`src/rtl/opctrl_vc_fifo.sv`:
```
// opctrl_vc_fifo: router output-port controller with two virtual-channel FIFOs.
//
// One granted input channel per cycle is written into the write VC, and the
// opposite VC is drained toward the downstream link. The ring polarity selects
// the VCs: polarity=0 writes VC0 and reads VC1, polarity=1 writes VC1 and reads VC0.
// Because of this, a single VC never sees a push and a pop in the same cycle.
//
// Ports:
//   clk             rising-edge clock
//   reset           synchronous, active-high; drops every queued flit
//   polarity        VC select (see above)
//   grant           one-hot grant from the arbiter; bit i selects data_in slice i
//   data_in         NUM_IN concatenated flits, slice i = [i*DATA_W +: DATA_W]
//   receive_output  downstream ready for a flit this cycle
//   data_out        registered flit to the link
//   send_output     registered valid for data_out, one cycle per flit
//   clear           combinational one-hot "flit taken" back to the granted input
//   empty / full    per-VC flags {VC1,VC0}, derived from the registered counts
//   grant_err       registered one-cycle pulse after a multi-hot grant
//
// Handshakes:
//   Upstream: a flit is taken in the cycle where clear[i] is high; when clear is
//   low, the input keeps its flit and must re-request.
//   Downstream: receive_output is a ready sampled at the clock edge. When it is
//   high and the read VC has a flit, that flit is popped at the edge and is
//   presented on data_out with send_output=1 for exactly one cycle. The
//   downstream must accept it because it has already signalled ready. When
//   send_output is low, data_out keeps its last value.
module opctrl_vc_fifo #(
  parameter int NUM_IN = 5,
  parameter int DATA_W = 64,
  parameter int DEPTH  = 2
) (
  input  logic                     clk,
  input  logic                     reset,
  input  logic                     polarity,
  input  logic [NUM_IN-1:0]        grant,
  input  logic [NUM_IN*DATA_W-1:0] data_in,
  input  logic                     receive_output,
  output logic [DATA_W-1:0]        data_out,
  output logic                     send_output,
  output logic [NUM_IN-1:0]        clear,
  output logic [1:0]               empty,
  output logic [1:0]               full,
  output logic                     grant_err
);

  localparam int CNT_W = $clog2(DEPTH + 1);
  localparam int PTR_W = (DEPTH > 1) ? $clog2(DEPTH) : 1;
  localparam logic [PTR_W-1:0] PTR_LAST = PTR_W'(DEPTH - 1);
  localparam logic [CNT_W-1:0] CNT_FULL = CNT_W'(DEPTH);

  logic              grant_multi;
  logic              grant_onehot;
  logic              wacc;
  logic              ren;
  logic [1:0]        push;
  logic [1:0]        pop;
  logic [DATA_W-1:0] wr_data;
  logic [DATA_W-1:0] head [2];

  // grant & (grant-1) clears the lowest set bit. Any remaining bit means the
  // grant is multi-hot.
  assign grant_multi  = (grant & (grant - NUM_IN'(1))) != '0;
  assign grant_onehot = (grant != '0) && !grant_multi;

  assign wacc = grant_onehot && !full[polarity];
  assign ren  = receive_output && !empty[~polarity];

  assign push = wacc ? (polarity ? 2'b10 : 2'b01) : 2'b00;
  assign pop  = ren  ? (polarity ? 2'b01 : 2'b10) : 2'b00;

  assign clear = wacc ? grant : '0;

  // An AND-OR mux is enough because a write happens only with a one-hot grant.
  always_comb begin
    wr_data = '0;
    for (int i = 0; i < NUM_IN; i++) begin
      if (grant[i]) begin
        wr_data = wr_data | data_in[i*DATA_W +: DATA_W];
      end
    end
  end

  for (genvar g = 0; g < 2; g++) begin : g_vc
    logic [DATA_W-1:0] mem [DEPTH];
    logic [PTR_W-1:0]  wr_ptr;
    logic [PTR_W-1:0]  rd_ptr;
    logic [CNT_W-1:0]  count;

    // The pointers wrap explicitly, so a DEPTH that is not a power of two
    // still uses every slot. Full and empty come from the count, not from
    // comparing the pointers.
    always_ff @(posedge clk) begin
      if (reset) begin
        wr_ptr <= '0;
        rd_ptr <= '0;
        count  <= '0;
      end else begin
        if (push[g]) begin
          wr_ptr <= (wr_ptr == PTR_LAST) ? '0 : wr_ptr + PTR_W'(1);
        end
        if (pop[g]) begin
          rd_ptr <= (rd_ptr == PTR_LAST) ? '0 : rd_ptr + PTR_W'(1);
        end
        if (push[g] && !pop[g]) begin
          count <= count + CNT_W'(1);
        end else if (pop[g] && !push[g]) begin
          count <= count - CNT_W'(1);
        end
      end
    end

    // The storage is not reset. After a reset, the zeroed count makes any
    // stale entries unreachable.
    always_ff @(posedge clk) begin
      if (push[g]) begin
        mem[wr_ptr] <= wr_data;
      end
    end

    assign head[g]  = mem[rd_ptr];
    assign empty[g] = (count == '0);
    assign full[g]  = (count == CNT_FULL);
  end

  always_ff @(posedge clk) begin
    if (reset) begin
      data_out    <= '0;
      send_output <= 1'b0;
      grant_err   <= 1'b0;
    end else begin
      send_output <= ren;
      grant_err   <= grant_multi;
      if (ren) begin
        data_out <= head[~polarity];
      end
    end
  end

endmodule

```
`config.mk`:
```
export PLATFORM = sky130hd
export DESIGN_NAME = opctrl_vc_fifo
export DESIGN_NICKNAME = d
export VERILOG_FILES = /design/src/rtl/opctrl_vc_fifo.sv
export SDC_FILE = /design/constraint.sdc
export NUM_CORES = 1
export LEC_CHECK = 0
export CORE_ASPECT_RATIO = 2
export CORE_MARGIN = 2
export CORE_UTILIZATION = 40
export CTS_CLUSTER_DIAMETER = 200
export CTS_CLUSTER_SIZE = 12
export DETAILED_ROUTE_END_ITERATION = 8
export HOLD_SLACK_MARGIN = 0.02
export PLACE_DENSITY_LB_ADDON = 0.25
export SLEW_MARGIN = 30
export SYNTH_ARGS = -nofsm -noshare
export SYNTH_HDL_FRONTEND = slang
export SYNTH_SLANG_ARGS = --single-unit
```
`constraint.sdc`:
```
create_clock -name clk -period 13.5 [get_ports clk]
set_clock_uncertainty 0.1 [all_clocks]
set_input_delay 2.7 -clock clk [delete_from_list [all_inputs] [get_ports clk]]
set_output_delay 2.7 -clock clk [all_outputs]
set_load 0.02 [all_outputs]
```
==> flow_summary.ini <==
[placed_design]
placed_area_um2 = 17970
dp.cells = 1764
io_buffers = 403
hpwl_um = 24300
place_congestion = 0.7421

[clock_tree]
cts_sinks = 332
cts_made_buffers = 31
cts_setup_buffers = 0
clockBufferDepth = 3
cts_tree = built
cts-root-buf = clkbuf_16
insertion_delay_ns = 0.56
clkTransAtPathRegs_ns = 0.06
h-tree-depth = 1
cts_resized = 0
ctsHoldBuffers = 0

[timing]
rsz0062_at_grt = false
setup_viol = 0
tightestPinTransition_ns = 0.8794
timing.final.crit_share_pct = 60.36
min_period_ns = 8.149
slew_headroom_pct = 41.37
fmax_ghz = 0.1227
hold_slack_ns = 0.3830
hold_viol_final = 0
final_max_slew_viol_count = 0
tns_ns = 0

[power]
clockPowerShare_pct = 35.7
p_comb_share_pct = 12.3
p_sw_share_pct = 21.98
internal-power_mw = 1.733
peakVddDrop_uv = 107.3
switchingPower_mw = 0.4882
leakage_nw = 6.094
cellPowerDensity_nw_per_um2 = 117.7
p_seq_share_pct = 52.0
total_power_mw = 2.221

[grt]
grt_usage_pct = 21.13
grt_max_degree = 77
grt_pass1_vias = 10530
grt_first_pass_wirelength_um = 57690
antenna_found_initial = 2
overflow = 0

[setup_path]
cp-start-kind = input pin
required_ns = 10.70
path_class = input pin to output port
critPathArrivalTime_ns = 5.35
end_kind = output port
ff2ff_setup_slack_ns = 10.77
cp_max_fo = 70

[die]
core-area_um2 = 33520
die_y_um = 264.3
die-area_um2 = 35470
io-pin-count = 404
num_rows = 95
start_util_pct = 40.44
die-width_um = 134.2

[cells_and_area]
syn2layout_area_growth_pct = 39.25
fin_nets = 1690
multi_input_area_um2 = 4050
regArea_um2 = 9216
drive_above_1_share_pct = 4.982
fillers = 2798
design_area_um2 = 18880
finalNonFillerCells = 1823

[logic_synthesis]
synth.distinct_cells = 36
synth_nets = 1320
yosysWarnings = 0
yosysSeqAreaShare_pct = 67.93
ys_ff_latch = 332
synth.avg_cell_area_um2 = 13.68
syn_area_um2 = 13560
netlist_instances = 991

[drt]
avgRoutedWirePerCell_um = 21.05
vias = 10004
drt-pass1-iter-count = 7
routed_wirelength_um = 38380
drt_iter0_drc = 688
ant_nets = 0
drc_errors = 0
vias_per_cell = 5.488

[job]
cap_violations = 0

[min_path]
hold_path_class = flip-flop to flip-flop

[run_status]
status = completed
-- synthesized netlist by cell type, drive strengths merged --
cell     count  area share [%]
mux2i      129             9.5
dfxtp       76              11
a222oi      64             4.7
xor2         1           0.065
or3          1           0.083
nand2b       2           0.092
maj3         1           0.083
and3b        1           0.065
and2         2           0.092
buf         22            0.69
inv          1           0.028
nand2       67             1.9
nor2        79             2.2
nor4         2            0.20
a22oi       64             3.5
o311ai       1           0.065
a2111oi      1            0.20
o22ai       64             3.0
or2          2           0.092
nor2b        3            0.14
clkbuf      60             1.7
o21ai        2           0.074
edfxtp     256              57
and3         5            0.23
o21a         1           0.055
nor3         7            0.30
nand4        1           0.046
xnor2        4            0.26
a21oi       69             2.5
nor3b        2            0.15
o21bai       1           0.055
-- worst max-delay path: stages --
cell and delay (ns):
buf_2 0.10, buf_4 0.38, or3_4 0.49, maj3_2 0.39, nor2_1 0.41, and3_1 0.24
clkdlybuf4s50_1 0.61
-- worst paths after layout --
| check | startpoint | end | depth (start not counted) |
|---|---|---|---|
| worst max register to register | g_vc[0].count[0] | g_vc[0].mem[0][36] | 4 |
| worst max-delay path | grant[2] | clear[4] | 7 |
| worst min-delay path | data_out[4] | data_out[4] | 2 |
| worst min register to register | data_out[4] | data_out[4] | 2 |
-- layout make-up --
| cell class | count | area share (%) |
|---|---|---|
| inverters | 1 | 0.01989 |
| well taps | 436 | 2.890 |
| clock buffers | 56 | 4.607 |
| flip-flops and latches | 332 | 48.83 |
| clock inverters | 1 | 0.1591 |
| diodes | 2 | 0.02651 |
| repair buffers | 419 | 22.01 |
| multi-input cells | 576 | 21.46 |
-- metal layers --
metal  up-vias  share of wire [%]  global-route usage [%]  wire, um
met5         -              0.026                       0        10
met4         2                2.7                   7.226      1045
met3        62                5.9                   3.117      2260
met2       397                 55                   40.93     21130
met1      4867                 36                   22.97     13940
li1       4676                  -                       -         -
-- sequential cells by signal, indices dropped and copies added, names as in the netlist, named ones only --
| register | flops |
|---|---|
| g_vc.wr_ptr | 2 |
| g_vc.mem | 256 |
| grant_err | 1 |
| g_vc.count | 4 |
| send_output | 1 |
| g_vc.rd_ptr | 2 |
| data_out | 64 |
-- cell families after synthesis --
family,after synthesis,share of synthesized area (%)
AO/OA/AOI/OAI,267,14.22
XOR/XNOR,5,0.3230
adder cells (fa/ha/maj),1,0.08307
buffers and inverters,83,2.381
flip-flops,332,67.93
multiplexers,129,9.526
AND/OR/NAND/NOR,174,5.529
-- cell usage in the layout, fill, tap and decap left out, drive strengths merged, types with 2 or more instances in the layout --
cell	count
a222oi	64
diode	2
nor2b	3
dfxtp	76
xnor2	4
o21ai	2
nand2	67
nor2	79
nor3b	2
o22ai	64
clkbuf	56
or2	2
nor4	2
mux2i	129
buf	22
nor3	7
nand2b	2
clkdlybuf4s50	397
a21oi	69
edfxtp	256
and3	5
a22oi	64
and2	2
-- through the flow --
| step | setup slack, ns | utilization, % |
|---|---|---|
| 2_1_floorplan | 3.011 | - |
| 3_3_place_gp | 5.410 | 53.48 |
| 3_5_place_dp | 5.389 | 53.60 |
| 4_1_cts | 5.381 | 56.29 |
| 5_1_grt | 5.177 | 56.30 |
| 6_report | 5.351 | 56.31 |
-- power by group through the flow --
stage | sequential [mW] | combinational (mW) | clock, mW
2_1_floorplan | 1.18 | 0.112 | 0
3_3_place_gp | 1.17 | 0.269 | 0
3_5_place_dp | 1.18 | 0.275 | 0
4_1_cts | 1.15 | 0.275 | 0.815
5_1_grt | 1.16 | 0.295 | 0.852
6_report | 1.15 | 0.273 | 0.794
Note: power is estimated with default switching activity, not from simulation.
